**config.mk**
```make
export PLATFORM = sky130hd
export DESIGN_NAME = fb_reader
export DESIGN_NICKNAME = d
export VERILOG_FILES = /design/src/rtl/fb_pkg.sv /design/src/rtl/fb_rd_fifo.sv /design/src/rtl/fb_reader.sv
export SDC_FILE = /design/constraint.sdc
export NUM_CORES = 1
export LEC_CHECK = 0
export CORE_AREA = 2 2 121 123
export DETAILED_ROUTE_END_ITERATION = 8
export DIE_AREA = 0 0 123 125
export GPL_TIMING_DRIVEN = 0
export HOLD_SLACK_MARGIN = 0.12
export PLACE_DENSITY = 0.78
export RECOVER_POWER = 50
export SLEW_MARGIN = 10
export SYNTH_ARGS = -nofsm -noshare
export SYNTH_HDL_FRONTEND = slang
export SYNTH_SLANG_ARGS = --single-unit
```
**constraint.sdc**
```tcl
create_clock -name clk -period 8.6 [get_ports clk]
set_input_delay 2.15 -clock clk [delete_from_list [all_inputs] [get_ports clk]]
set_output_delay 2.15 -clock clk [all_outputs]
set_load 0.02 [all_outputs]
```
**src/rtl/fb_pkg.sv**
```systemverilog
// Shared constants and types for the frame buffer read path.
package fb_pkg;

  localparam logic ASSERT   = 1'b0;
  localparam logic DEASSERT = 1'b1;

  localparam int DEF_DATA_WIDTH = 32;
  localparam int DEF_ADDR_WIDTH = 4;

  typedef enum logic [1:0] {
    IDLE,
    RUN,
    DRAIN
  } fb_state_t;

endpackage

```
**src/rtl/fb_rd_fifo.sv**
```systemverilog
// Small synchronous output FIFO with registered head, valid and count.
module fb_rd_fifo
  import fb_pkg::*;
#(
  parameter int WIDTH = DEF_DATA_WIDTH,
  parameter int DEPTH = 4,
  localparam int CW   = $clog2(DEPTH + 1),
  localparam int PW   = $clog2(DEPTH)
) (
  input  logic             clk,
  input  logic             reset,
  input  logic             i_push,
  input  logic [WIDTH-1:0] i_data,
  input  logic             i_pop,
  output logic [WIDTH-1:0] o_data,
  output logic             o_valid,
  output logic [CW-1:0]    o_count
);

  localparam logic [CW-1:0] FULL = CW'(DEPTH);

  logic [WIDTH-1:0] r_mem [DEPTH];
  logic [PW-1:0]    r_wr_ptr, r_rd_ptr;
  logic [CW-1:0]    r_count;
  logic [WIDTH-1:0] r_head;
  logic             r_valid;

  logic             w_do_push, w_do_pop;
  logic [PW-1:0]    w_rd_ptr_nxt;
  logic [CW-1:0]    w_kept, w_count_nxt;
  logic [WIDTH-1:0] w_head_nxt;

  assign w_do_pop     = i_pop && (r_count != '0);
  assign w_do_push    = i_push && ((r_count != FULL) || w_do_pop);
  assign w_rd_ptr_nxt = r_rd_ptr + PW'(w_do_pop);
  assign w_kept       = r_count - CW'(w_do_pop);
  assign w_count_nxt  = w_kept + CW'(w_do_push);

  // The head register is loaded with whatever becomes the oldest entry after
  // this cycle's pop/push, so the output never waits on a RAM read.
  always_comb begin
    w_head_nxt = r_head;
    if (w_kept == '0) begin
      if (w_do_push) w_head_nxt = i_data;
    end else begin
      w_head_nxt = r_mem[w_rd_ptr_nxt];
    end
  end

  always_ff @(posedge clk) begin
    if (w_do_push) r_mem[r_wr_ptr] <= i_data;
  end

  always_ff @(posedge clk) begin
    if (reset) begin
      r_wr_ptr <= '0;
      r_rd_ptr <= '0;
      r_count  <= '0;
      r_head   <= '0;
      r_valid  <= 1'b0;
    end else begin
      r_wr_ptr <= r_wr_ptr + PW'(w_do_push);
      r_rd_ptr <= w_rd_ptr_nxt;
      r_count  <= w_count_nxt;
      r_head   <= w_head_nxt;
      r_valid  <= (w_count_nxt != '0);
    end
  end

  assign o_data  = r_head;
  assign o_valid = r_valid;
  assign o_count = r_count;

endmodule

```
**src/rtl/fb_reader.sv**
```systemverilog
// Frame buffer read sequencer: issues wrapped address runs, absorbs the
// one-cycle memory latency and streams words out with valid/ready.
module fb_reader
  import fb_pkg::*;
#(
  parameter int DATA_WIDTH = DEF_DATA_WIDTH,
  parameter int ADDR_WIDTH = DEF_ADDR_WIDTH,
  parameter int FIFO_DEPTH = 4
) (
  input  logic                  clk,
  input  logic                  reset,
  input  logic                  start,
  input  logic [ADDR_WIDTH-1:0] start_addr,
  input  logic [ADDR_WIDTH:0]   len,
  output logic                  mem_rd_en,
  output logic [ADDR_WIDTH-1:0] mem_rd_addr,
  input  logic [DATA_WIDTH-1:0] mem_rd_data,
  output logic [DATA_WIDTH-1:0] out_data,
  output logic                  out_valid,
  input  logic                  out_ready,
  output logic                  busy,
  output logic                  done
);

  localparam int CW = $clog2(FIFO_DEPTH + 1);
  localparam int SW = CW + 1;
  localparam int RW = ADDR_WIDTH + 1;

  fb_state_t             r_state;
  logic [ADDR_WIDTH-1:0] r_addr;
  logic [ADDR_WIDTH-1:0] r_mem_rd_addr;
  logic [RW-1:0]         r_remaining;
  logic                  r_mem_rd_en;
  logic                  r_cap;
  logic                  r_busy;
  logic                  r_done_zero;

  logic [CW-1:0]         w_fifo_count;
  logic [1:0]            w_outstanding;
  logic                  w_pop, w_issue, w_final_pop;

  // Stage 0 is the read strobe itself, stage 1 marks the data-valid cycle.
  assign w_outstanding = {1'b0, (r_mem_rd_en == ASSERT)} + {1'b0, r_cap};
  assign w_pop         = out_valid & out_ready;
  assign w_issue       = (r_state == RUN) && (r_remaining != '0) &&
                         ((SW'(w_fifo_count) + SW'(w_outstanding)) < SW'(FIFO_DEPTH));
  assign w_final_pop   = (r_state == DRAIN) && (w_outstanding == 2'd0) &&
                         (w_fifo_count == CW'(1)) && w_pop;

  always_ff @(posedge clk) begin
    if (reset) begin
      r_state       <= IDLE;
      r_addr        <= '0;
      r_mem_rd_addr <= '0;
      r_remaining   <= '0;
      r_mem_rd_en   <= DEASSERT;
      r_cap         <= 1'b0;
      r_busy        <= 1'b0;
      r_done_zero   <= 1'b0;
    end else begin
      r_cap       <= (r_mem_rd_en == ASSERT);
      r_mem_rd_en <= DEASSERT;
      r_done_zero <= 1'b0;
      case (r_state)
        IDLE: begin
          if (start) begin
            if (len == '0) begin
              r_done_zero <= 1'b1;
            end else begin
              // First read goes out straight from IDLE so it lands in T+1.
              r_state       <= RUN;
              r_busy        <= 1'b1;
              r_mem_rd_en   <= ASSERT;
              r_mem_rd_addr <= start_addr;
              r_addr        <= start_addr + 1'b1;
              r_remaining   <= len - 1'b1;
            end
          end
        end
        RUN: begin
          if (w_issue) begin
            r_mem_rd_en   <= ASSERT;
            r_mem_rd_addr <= r_addr;
            r_addr        <= r_addr + 1'b1;
            r_remaining   <= r_remaining - 1'b1;
            if (r_remaining == RW'(1)) r_state <= DRAIN;
          end else if (r_remaining == '0) begin
            r_state <= DRAIN;
          end
        end
        DRAIN: begin
          if (w_final_pop) begin
            r_state <= IDLE;
            r_busy  <= 1'b0;
          end
        end
        default: r_state <= IDLE;
      endcase
    end
  end

  fb_rd_fifo #(
    .WIDTH(DATA_WIDTH),
    .DEPTH(FIFO_DEPTH)
  ) u_fifo (
    .clk    (clk),
    .reset  (reset),
    .i_push (r_cap),
    .i_data (mem_rd_data),
    .i_pop  (w_pop),
    .o_data (out_data),
    .o_valid(out_valid),
    .o_count(w_fifo_count)
  );

  assign mem_rd_en   = r_mem_rd_en;
  assign mem_rd_addr = r_mem_rd_addr;
  assign busy        = r_busy;
  // The run-complete pulse coincides with the final handshake, so it is
  // gated by out_ready; every other term is a register.
  assign done        = r_done_zero | w_final_pop;

endmodule
```
==> PnR_summary.wiki, run 1 <==
{| class="wikitable"
! Metric !! Value
|-
| Fill cell total of the finished layout || 989
|-
| Synth-to-Final Area Change || 23.8%
|-
| Post-synth cell types || 45
|-
| Top area cells in the synthesized netlist || edfxtp_1, dfxtp_1, mux4_2
|-
| Total Routing Usage GR || 0.225
|-
| Worst Min Path Start || r_addr[1]$_SDFFE_PP0P_
|-
| CP endpoint kind || output pin
|-
| Register bit count reported by yosys || 187
|-
| Clock Root Buffer || clkbuf_16
|-
| Max cap viols || 0
|-
| Net Count, Synth || roughly 550
|-
| Routed wire per std cell || 20.4 um
|-
| Layout cells sized above 1 || 0.143
|-
| Total of warnings raised by yosys || 0
|-
| Number of global-route vias before repair || 4926
|-
| Number of instances in the synthesized netlist || a little under 500
|-
| Data arrival at the endpoint of the critical path || around 4 ns
|-
| Critical path data required time || ~6.5 ns
|-
| Power density over cell area || 240 nW/um^2
|-
| Number of clock buffers inserted by TritonCTS || 17
|-
| Setup Slack @ Placement || approximately 2.5 ns
|-
| Setup slack on the worst flop-to-flop path || 5.02 ns
|-
| Gpl congestion || between 0.8 and 0.9
|-
| Shortest clock period the worst path allows after layout || 6.18 ns
|-
| Final setup skew || 0.00662 ns
|-
| Cts hold-fix bufs || 0
|-
| Post-CTS Resized || 0
|-
| I/O pins || 85
|-
| Worst r2r path cells || 7
|-
| First-pass GRT wire length || 25.6 mm
|-
| Post-DR vias/cell || between 5 and 6
|-
| Count of placed standard cells including taps || 766
|-
| DRC violation count after routing || 0
|-
| Initial Utilization || 0.532
|-
| Die Footprint || ~15000 um^2
|-
| Maximum count of clock buffers along a single path || 2
|-
| Status || complete, no violations
|-
| Worst skew pair latency || 0.43 ns
|-
| Endpoint of the most critical setup path || done
|-
| Setup Fix Bufs, Post-CTS || 0
|-
| Area of the mapped netlist || between 7000 and 8000 um^2
|-
| Static leakage power || about 3.2 nW
|-
| Final Worst Setup Slack || approximately 2.4 ns
|-
| Num Clock Sinks || 187
|-
| Path type of the worst setup path || input pin to output pin
|-
| Mean post-synth cell area || 15.4 um^2
|-
| DRT Wirelength || 16.3 mm
|-
| Routed Antenna Nets || 0
|-
| Pins Over Slew Limit || 0
|-
| Gr ovfl total || 0
|-
| Post-synth top flop || edfxtp_1
|-
| Top cell type's share of synthesized area || 0.509
|-
| Number of antenna violations at the first check in global routing || 0
|-
| Post-synth EDFFs || 128
|-
| Filler-free cell count of the finished design || around 800
|-
| Launching point of the worst reg2reg path || u_fifo.o_count[0]$_SDFF_PP0_
|-
| H-tree levels || 4
|-
| Number of standard-cell rows in the floorplan || between 40 and 50
|-
| Clock transition at the registers of the reported paths || 0.06 ns
|-
| Worst IR Drop VDD || between 0.00015 and 0.0002 V
|-
| Number of failing setup endpoints in the final timing report || 0
|-
| Period Utilization, post-route || 0.718
|-
| Crit path max fanout || 3
|-
| Number of design-rule violations left by the first detailed-router iteration || about 420
|-
| Number of nets in the final layout || 661
|-
| Setup TNS || 0 ns
|-
| Source of the critical timing path || out_ready
|-
| RSZ-0062 raised after global routing || no
|-
| Fmax || 0.162 GHz
|-
| Floorplan core area || 14200 um^2
|-
| Number of inserted diodes || 0
|-
| Sequential Area || 5020 um^2
|-
| Routed via count || approximately 4700
|-
| Measured slew at the worst slew-check pin || 0.866 ns
|-
| Input/output buffers || 84
|-
| Final hold violations || 0
|-
| DP Wirelength || 10.6 mm
|-
| Worst slew slack as a fraction of its limit || 0.420
|-
| Category of the worst setup path launch point || input pin
|-
| Hold Crit Class || flip-flop to flip-flop
|-
| Horizontal die dimension || between 100 and 150 um
|-
| Cell taking the most area after synthesis || edfxtp_1
|-
| Detailed-router iteration count before antenna repair || 5
|-
| Most common library cell in the layout ignoring fill and taps || edfxtp_1
|-
| Maximum number of pins on one net before global-route repair || 25
|-
| Commonest cells after routing, fill and taps aside || edfxtp_1, dlygate4sd3_1, dfxtp_1, nor2_1, a211oi_1
|-
| Share of the yosys chip area belonging to registers || 0.665
|-
| Die boundary height || around 130 um
|-
| Share of flip-flops with an asynchronous set or reset || 0
|-
| R2r endpoint || u_fifo.r_mem[0][21]$_DFFE_PP_
|-
| Clock tree from TritonCTS || yes
|-
| Multi-input gate area || between 2000 and 2500 um^2
|}
==> metrics by stage <==
stage	cell area, um^2	power (mW)	util	hold slack [ns]
floorplan	7560	1.28	-	0.441
global placement	8630	1.43	0.608	0.450
detailed placement	8730	1.45	0.615	0.455
CTS	9370	2.27	0.659	0.464
global route	9360	2.33	0.659	0.490
finish	9360	2.25	0.659	0.466
==> cells in the mapped netlist, types with 2 or more instances <==
cell,number
a21oi_1,12
a311oi_2,2
and3b_1,3
edfxtp_1,128
a31oi_1,3
nand2_1,19
xnor2_1,5
buf_2,10
buf_1,6
nor3b_1,6
ha_1,15
dfxtp_1,59
nor2b_1,6
o21bai_1,2
a211oi_1,33
nor2_1,51
nand3b_1,2
a22oi_1,2
xor2_1,2
nand3_1,3
o21ai_0,9
clkbuf_1,8
buf_4,3
nor3_1,7
and3_1,4
mux4_2,32
mux2i_1,32
inv_1,11
==> cell type report <==
| class | instances | share of cell area |
|---|---|---|
| well taps | 184 | 0.0246 |
| plain buffers | 28 | 0.0139 |
| inverters | 11 | 0.00441 |
| clock inverters | 13 | 0.0213 |
| clock buffers | 19 | 0.0463 |
| repair buffers | 90 | 0.0995 |
| flip-flops and latches | 187 | 0.537 |
| multi-input cells | 266 | 0.253 |
==> state kept, by name, summed over array words and instances (netlist names), 3 cells and up <==
register        count
r_addr              4
u_fifo.o_data      32
mem_rd_addr         4
u_fifo.o_count      3
u_fifo.r_mem      128
r_remaining         5
==> logic make-up (layout without fill, tap and decap cells) <==
group / Yosys count / count (layout) / synth area share
AOI/OAI and AO/OA: 72 / 72 / 0.0713
xor gates and xnor gates: 7 / 7 / 0.00811
adders and majority gates: 15 / 15 / 0.0248
buffers and inverters: 39 / 161 / 0.0235
DFF: 187 / 187 / 0.665
muxes: 65 / 65 / 0.139
and+or+nand+nor: 107 / 107 / 0.0682
==> worst max-delay path, cell delays in order <==
cell and delay, ns:
dlygate4sd3_1 0.62, nor4bb_1 0.24, nand3_1 0.19, o21bai_1 0.19, clkdlybuf4s50_1 0.63
==> power by group <==
group | internal, mW | total [mW] | switching, mW
Combinational | 0.155 | 0.358 | 0.203
Clock | 0.513 | 0.833 | 0.321
Sequential | 1.02 | 1.05 | 0.0349
==> layer usage <==
metal  vias up  track usage  share of wire
li1       2124            -              -
met1      2399        0.285           0.41
met2       153        0.379           0.52
met3        26       0.0484          0.049
met4         0       0.0876          0.018
met5         -            0              0
==> worst min-delay path by stage <==
stage | cells past startpoint | to | slack [ns]
2_1_floorplan | 2 | r_addr[1]$_SDFFE_PP0P_ | 0.44
3_3_place_gp | 2 | r_addr[1]$_SDFFE_PP0P_ | 0.45
3_5_place_dp | 2 | r_addr[1]$_SDFFE_PP0P_ | 0.46
4_1_cts | 2 | r_addr[1]$_SDFFE_PP0P_ | 0.46
5_1_grt | 1 | r_cap$_SDFF_PP0_ | 0.49
6_report | 2 | r_addr[1]$_SDFFE_PP0P_ | 0.47
No activity file was read; power rests on OpenSTA's default activity.
==> run 2: changes to the inputs <==
--- a/config.mk
+++ b/config.mk
@@ -5,12 +5,12 @@
 export SDC_FILE = /design/constraint.sdc
 export NUM_CORES = 1
 export LEC_CHECK = 0
-export CORE_AREA = 2 2 121 123
+export CORE_AREA = 2 2 126 128
 export DETAILED_ROUTE_END_ITERATION = 8
-export DIE_AREA = 0 0 123 125
+export DIE_AREA = 0 0 128 130
 export GPL_TIMING_DRIVEN = 0
 export HOLD_SLACK_MARGIN = 0.12
-export PLACE_DENSITY = 0.78
+export PLACE_DENSITY = 0.75
 export RECOVER_POWER = 50
 export SLEW_MARGIN = 10
 export SYNTH_ARGS = -nofsm -noshare
==> constraint.sdc (replaced) <==
create_clock -name clk -period 5.6 [get_ports clk]
set_input_delay 1.4 -clock clk [delete_from_list [all_inputs] [get_ports clk]]
set_output_delay 1.4 -clock clk [all_outputs]
set_load 0.02 [all_outputs]
==> run 2 against run 1 <==
  * Global-route usage fell by 2.3 points
  * First-iteration DRC count fell by 14%
  * Final area rose by 0.24%
  * Clock skew rose by 0.0080 ns
  * Critical path type unchanged
  * Critical endpoint unchanged
  * Largest cell class unchanged
==> PnR_summary.wiki, run 2 (synthesis gave the netlist of run 1 again) <==
{| class="wikitable"
! Metric !! Value
|-
| Status || complete, no violations
|-
| Measured slew at the worst slew-check pin || 0.853 ns (-0.0134 ns)
|-
| Filler-free cell count of the finished design || 809 (+1.4%)
|-
| Fill cell total of the finished layout || 1141 (+15%)
|-
| Clock transition at the registers of the reported paths || 0.07 ns (about the same)
|-
| DRT Wirelength || 16.2 mm (-0.48%)
|-
| Num Clock Sinks || 187 (unchanged)
|-
| RSZ-0062 raised after global routing || no
|-
| Input/output buffers || 84 (unchanged)
|-
| Finished layout cell area || 9380 um^2 (+0.24%)
|-
| Switch share || 0.276 (+0.0274)
|-
| Post-CTS Resized || 0 (unchanged)
|-
| Detailed-router iteration count before antenna repair || 4 (-1)
|-
| Number of nets in the final layout || 661 (unchanged)
|-
| Hold endpoint || r_remaining[1]$_SDFFE_PP0P_
|-
| Flop pwr share || 0.478 (+0.008)
|-
| Maximum count of clock buffers along a single path || 2 (unchanged)
|-
| First-pass GRT wire length || 25.2 mm (-1.5%)
|-
| Gr ovfl total || 0 (unchanged)
|-
| Pins Over Slew Limit || 0 (unchanged)
|-
| Number of design-rule violations left by the first detailed-router iteration || 365 (-14%)
|-
| Most common library cell in the layout ignoring fill and taps || edfxtp_1
|-
| Max cap viols || 0 (unchanged)
|-
| Routed via count || 4628 (-1.6%)
|-
| Global routing usage on met3 || 0.0492 (+0.000843)
|-
| Routed wire per std cell || 20.0 um (-1.8%)
|-
| Met2 layer usage reported by global route || 0.347 (-0.0320)
|-
| Final setup skew || 0.0146 ns (+0.00795 ns)
|-
| Worst Min Path Start || r_remaining[1]$_SDFFE_PP0P_
|-
| Floorplan core area || 15400 um^2 (+8.6%)
|-
| H-tree levels || 4 (unchanged)
|-
| CP endpoint kind || output pin
|-
| Reg with most FFs || u_fifo.r_mem
|-
| Period Utilization, post-route || 0.825
|-
| Worst slew slack as a fraction of its limit || 0.432 (+0.0114)
|-
| Commonest cells after routing, fill and taps aside || edfxtp_1, dlygate4sd3_1, dfxtp_1, nor2_1, a211oi_1
|-
| Setup slack on the worst flop-to-flop path || 2.14 ns (-2.88 ns)
|-
| Cts hold-fix bufs || 0 (unchanged)
|-
| Number of antenna violations at the first check in global routing || 3 (+3)
|-
| Launching point of the worst reg2reg path || u_fifo.o_count[0]$_SDFF_PP0_
|-
| Hold Crit Class || flip-flop to flip-flop
|-
| Sequential Area || 5020 um^2 (unchanged)
|-
| Crit path max fanout || 3 (unchanged)
|-
| P_sw || 0.937 mW (+68%)
|-
| Gpl congestion || 0.789 (-3.5%)
|-
| Number of standard-cell rows in the floorplan || 46 (+4.5%)
|-
| Flip-flop count of the largest register after layout || 128 (unchanged)
|-
| Die Footprint || 16600 um^2 (+8.2%)
|-
| DRC violation count after routing || 0 (unchanged)
|-
| DP Wirelength || 10.7 mm (+1.0%)
|-
| Clock tree from TritonCTS || yes
|-
| Total Routing Usage GR || 0.202 (-0.0231)
|-
| Path type of the worst setup path || input pin to output pin
|-
| Critical path data required time || 4.20 ns (-2.25 ns)
|-
| Count of placed standard cells including taps || 774 (+1.0%)
|-
| Horizontal die dimension || 128 um (+4.1%)
|-
| Source of the critical timing path || out_ready
|-
| Synth-to-Final Area Change || 24.1%
|-
| I/O pins || 85 (unchanged)
|-
| Clock Root Buffer || clkbuf_16
|-
| Number of failing setup endpoints in the final timing report || 0 (unchanged)
|-
| Total placed instance area || 8770 um^2 (+0.37%)
|-
| Maximum number of pins on one net before global-route repair || 20 (-20%)
|-
| Power Internal || 2.45 mW (+45%)
|-
| Met1 Use GR || 0.254 (-0.0308)
|-
| Post-DR vias/cell || 5.72 (-2.9%)
|-
| Worst hold path cell count || 2 (unchanged)
|-
| Number of clock buffers inserted by TritonCTS || 17 (unchanged)
|-
| Category of the worst setup path launch point || input pin
|-
| Data arrival at the endpoint of the critical path || 3.22 ns (-0.81 ns)
|-
| Shortest clock period the worst path allows after layout || around 4.6 ns
|-
| Worst r2r path cells || 7 (unchanged)
|-
| Multi-input gate area || 2370 um^2 (unchanged)
|-
| Initial Utilization || 0.490 (-0.0421)
|-
| Most congested layer reported by global routing || met2
|-
| Portion of total power attributed to the clock network || 0.360 (-0.011)
|-
| Fmax || 0.216 GHz
|-
| R2r endpoint || u_fifo.r_mem[0][0]$_DFFE_PP_
|-
| Routed Antenna Nets || 0 (unchanged)
|-
| Share of power burned in combinational logic || 0.162 (+0.003)
|-
| Setup Fix Bufs, Post-CTS || 0 (unchanged)
|-
| Worst skew pair latency || 0.44 ns (about the same)
|-
| Die boundary height || 130 um (+4.0%)
|-
| Layout cells sized above 1 || 0.151 (+0.00814)
|-
| Final hold violations || 0 (unchanged)
|-
| Power density over cell area || 361 nW/um^2 (+51%)
|-
| Number of global-route vias before repair || 4749 (-3.6%)
|-
| Static leakage power || 3.25 nW (+0.19%)
|-
| Worst IR Drop VDD || 0.000244 V (+54%)
|}
[run 2: cell types whose count changed in the layout (fill, tap and decap cells not counted), moves of 2 or more]
cell       change
clkinv_1       -3
clkbuf_1       -2
clkinv_8       +4
inv_6          +6
buf_12         -3
buf_16         +3
diode_2        +3
bufinv_16      -4
[run 2: power groups by stage]
stage	registers [mW]	clock network, mW	logic [mW]
after floorplan	1.71	0	0.264
after global placement	1.65	0	0.552
after detailed placement	1.65	0	0.573
after CTS	1.62	1.23	0.578
after global routing	1.63	1.29	0.592
final	1.62	1.22	0.550
[run 2: how the worst max path moves through the flow]
stage          depth (start not counted)  slack, ns                      endpoint
2_1_floorplan                          5       0.68  u_fifo.r_mem[0][0]$_DFFE_PP_
3_3_place_gp                           6      -1.98  u_fifo.r_mem[0][4]$_DFFE_PP_
3_5_place_dp                           5       1.06                          done
4_1_cts                                5       1.05                          done
5_1_grt                                8       0.83  u_fifo.r_mem[0][0]$_DFFE_PP_
6_report                               5       0.98                          done
[run 2: worst max-delay path, stage by stage]
cell,delay (ns)
dlygate4sd3_1,0.60
nor4bb_1,0.23
nand3_1,0.18
o21bai_1,0.18
clkdlybuf4s50_1,0.62
[run 2: metrics by stage]
step	util	power, mW	setup WS [ns]	hold WS [ns]	setup TNS (ns)
final	0.608	3.39	0.978	0.479	0
after global routing	0.608	3.51	0.832	0.504	0
after CTS	0.608	3.43	1.05	0.480	0
after detailed placement	0.568	2.22	1.06	0.471	0
after global placement	0.560	2.20	-1.98	0.458	-68.35
after floorplan	-	1.97	0.680	0.441	0
[run 2: area by class of cell]
type,count,area share
Clock inverter,14,0.0187
Antenna cell,3,0.000800
Inverter,11,0.00440
Multi-Input combinational cell,266,0.253
Timing Repair Buffer,90,0.102
Tap cell,192,0.0256
Sequential cell,187,0.536
Buffer,28,0.0139
Clock buffer,18,0.0468
[run 2: per-layer routing]
| metal | wire length (um) | up-vias |
|---|---|---|
| li1 | - | 2130 |
| met1 | 6910 | 2316 |
| met2 | 8180 | 156 |
| met3 | 847 | 26 |
| met4 | 253 | 0 |
| met5 | 0 | - |
==> run 3: changes to the inputs <==
--- a/config.mk
+++ b/config.mk
@@ -5,12 +5,12 @@
 export SDC_FILE = /design/constraint.sdc
 export NUM_CORES = 1
 export LEC_CHECK = 0
-export CORE_AREA = 2 2 126 128
+export CORE_AREA = 2 2 121 123
 export DETAILED_ROUTE_END_ITERATION = 8
-export DIE_AREA = 0 0 128 130
+export DIE_AREA = 0 0 123 125
 export GPL_TIMING_DRIVEN = 0
 export HOLD_SLACK_MARGIN = 0.12
-export PLACE_DENSITY = 0.75
+export PLACE_DENSITY = 0.78
 export RECOVER_POWER = 50
 export SLEW_MARGIN = 10
 export SYNTH_ARGS = -nofsm -noshare
==> constraint.sdc (replaced) <==
create_clock -name clk -period 4.7 [get_ports clk]
set_input_delay 1.175 -clock clk [delete_from_list [all_inputs] [get_ports clk]]
set_output_delay 1.175 -clock clk [all_outputs]
set_load 0.02 [all_outputs]
==> run 3 against run 2 <==
  * Register-to-register slack got worse by 0.62 ns
  * Critical path depth unchanged
  * Setup slack got worse by 0.50 ns
  * Final cell count decreased by 1.4%
  * Wire length up 0.44%
  * Die area is 7.6% lower
  * Largest cell class unchanged
==> PnR_summary.wiki, run 3 (synthesis gave the netlist of run 1 again) <==
{| class="wikitable"
! Metric !! Value
|-
| Status || complete, no violations
|-
| Worst IR Drop VDD || 0.000291 V (+19%)
|-
| Static leakage power || 3.25 nW (about the same)
|-
| Clock Root Buffer || clkbuf_16
|-
| Post-DR vias/cell || 5.89 (+2.9%)
|-
| H-tree levels || 4 (unchanged)
|-
| Finished layout cell area || 9360 um^2 (-0.20%)
|-
| Die boundary height || 125 um (-3.8%)
|-
| Commonest cells after routing, fill and taps aside || edfxtp_1, dlygate4sd3_1, dfxtp_1, nor2_1, a211oi_1
|-
| Number of standard-cell rows in the floorplan || 44 (-4.3%)
|-
| Num Clock Sinks || 187 (unchanged)
|-
| Layout cells sized above 1 || 0.145 (-0.00651)
|-
| Number of design-rule violations left by the first detailed-router iteration || 415 (+14%)
|-
| Critical path data required time || 3.52 ns (-0.68 ns)
|-
| Max cap viols || 0 (unchanged)
|-
| Pins Over Slew Limit || 0 (unchanged)
|-
| Power Internal || 3.09 mW (+26%)
|-
| Period Utilization, post-route || 0.899
|-
| Fmax || about 0.24 GHz
|-
| Data arrival at the endpoint of the critical path || 3.05 ns (-0.17 ns)
|-
| Power density over cell area || 439 nW/um^2 (+21%)
|-
| Routed Antenna Nets || 0 (unchanged)
|-
| Input/output buffers || 84 (unchanged)
|-
| Routed via count || 4698 (+1.5%)
|-
| Maximum number of pins on one net before global-route repair || 25 (+25%)
|-
| Total placed instance area || 8730 um^2 (-0.37%)
|-
| Switch share || 0.249 (-0.0274)
|-
| Setup TNS || 0 ns (unchanged)
|-
| Post-CTS Resized || 0 (unchanged)
|-
| Met1 Use GR || 0.285 (+0.0308)
|-
| Category of the worst setup path launch point || input pin
|-
| DRC violation count after routing || 0 (unchanged)
|-
| Hold Crit Class || flip-flop to flip-flop
|-
| Flip-flop count of the largest register after layout || 128 (unchanged)
|-
| Synth-to-Final Area Change || 23.9%
|-
| Measured slew at the worst slew-check pin || 0.856 ns (+0.00334 ns)
|-
| Most congested layer reported by global routing || met2
|-
| Number of clock buffers inserted by TritonCTS || 17 (unchanged)
|-
| Final hold violations || 0 (unchanged)
|-
| CP endpoint kind || output pin
|-
| Flop pwr share || 0.469 (-0.009)
|-
| Number of antenna violations at the first check in global routing || 0 (-3)
|-
| DRT Wirelength || 16.3 mm (+0.44%)
|-
| Met2 layer usage reported by global route || 0.379 (+0.0320)
|-
| Horizontal die dimension || 123 um (-3.9%)
|-
| Worst skew pair latency || 0.43 ns (about the same)
|-
| Clock tree from TritonCTS || yes
|-
| P_sw || 1.02 mW (+9.2%)
|-
| Gpl congestion || 0.818 (+3.7%)
|-
| Worst slew slack as a fraction of its limit || 0.427 (-0.00473)
|-
| Initial Utilization || 0.532 (+0.0421)
|-
| Count of placed standard cells including taps || 766 (-1.0%)
|-
| Path type of the worst setup path || input pin to output pin
|-
| Gr ovfl total || 0 (unchanged)
|-
| Maximum count of clock buffers along a single path || 2 (unchanged)
|-
| Shortest clock period the worst path allows after layout || 4.23 ns
|-
| Portion of total power attributed to the clock network || 0.371 (+0.011)
|-
| I/O pins || 85 (unchanged)
|-
| Die Footprint || 15400 um^2 (-7.6%)
|-
| Most common library cell in the layout ignoring fill and taps || edfxtp_1
|-
| Detailed-router iteration count before antenna repair || 4 (unchanged)
|-
| Number of failing setup endpoints in the final timing report || 0 (unchanged)
|-
| Total Routing Usage GR || 0.225 (+0.0231)
|-
| Final setup skew || 0.00627 ns (-0.00830 ns)
|-
| Number of global-route vias before repair || 4926 (+3.7%)
|-
| Cts hold-fix bufs || 0 (unchanged)
|-
| DP Wirelength || 10.6 mm (-1.0%)
|-
| Reg with most FFs || u_fifo.r_mem
|-
| Number of inserted diodes || 0 (-3)
|-
| Floorplan core area || 14200 um^2 (-7.9%)
|-
| Number of nets in the final layout || 661 (unchanged)
|-
| Setup Slack @ Placement || 0.524 ns (-0.533 ns)
|-
| Clock transition at the registers of the reported paths || 0.06 ns (about the same)
|-
| Crit path max fanout || 3 (unchanged)
|-
| Share of power burned in combinational logic || 0.159 (-0.003)
|-
| Final Worst Setup Slack || 0.473 ns (-0.505 ns)
|-
| Routed wire per std cell || 20.4 um (+1.8%)
|-
| RSZ-0062 raised after global routing || no
|-
| Total design power || 4.11 mW (+21%)
|-
| Global routing usage on met3 || 0.0484 (-0.000843)
|-
| Filler-free cell count of the finished design || 798 (-1.4%)
|-
| First-pass GRT wire length || 25.6 mm (+1.5%)
|-
| Setup Fix Bufs, Post-CTS || 0 (unchanged)
|}
run 3: cell types whose count changed in the layout (fill, tap and decap cells not counted), sizes merged:
cell | before | now
inv | 18 | 11
diode | 3 | 0
clkinvlp | 1 | 2
buf | 21 | 22
bufinv | 1 | 5
clkinv | 5 | 6
run 3: routing by layer:
layer  wire [um]  vias to the layer above
li1            -                     2123
met1        6750                     2395
met3         771                       25
met4         297                        0
met2        8450                      155
met5           0                        -
run 3: worst max-delay path, cell delays in order:
cell	delay, ns
dlygate4sd3_1	0.62
nor4bb_1	0.24
nand3_1	0.19
o21bai_1	0.19
clkdlybuf4s50_1	0.63
run 3: final cells by class:
class | instances | area [um^2]
Buffer | 28 | 134
Clock buffer | 19 | 433
Clock inverter | 13 | 199
Fill cell | 987 | 4840
Inverter | 11 | 41.3
Multi-Input combinational cell | 266 | 2370
Sequential cell | 187 | 5020
Tap cell | 184 | 230
Timing Repair Buffer | 90 | 931
run 3: power by group through the flow:
stage                     Combinational (mW)  Sequential, mW  Clock [mW]
after global routing                   0.712            1.94        1.61
after floorplan                        0.314            2.04           0
after global placement                 0.654            1.96           0
final                                  0.656            1.93        1.53
after detailed placement               0.680            1.97           0
after CTS                              0.687            1.93        1.54
run 3: path summary, 6_finish.rpt:
kind                           startpoint  slack (ns)                       endpoint  cells after the start
min                r_addr[1]$_SDFFE_PP0P_        0.47         r_addr[1]$_SDFFE_PP0P_                      2
max reg2reg  u_fifo.o_count[0]$_SDFF_PP0_        1.52  u_fifo.r_mem[0][21]$_DFFE_PP_                      7
min reg2reg        r_addr[1]$_SDFFE_PP0P_        0.47         r_addr[1]$_SDFFE_PP0P_                      2
max                             out_ready        0.47                           done                      5
run 3: stage by stage:
| step | hold WS (ns) | utilization |
|---|---|---|
| global route | 0.490 | 0.659 |
| CTS | 0.464 | 0.659 |
| global placement | 0.450 | 0.608 |
| floorplan | 0.441 | - |
| finish | 0.465 | 0.659 |
| detailed placement | 0.455 | 0.615 |
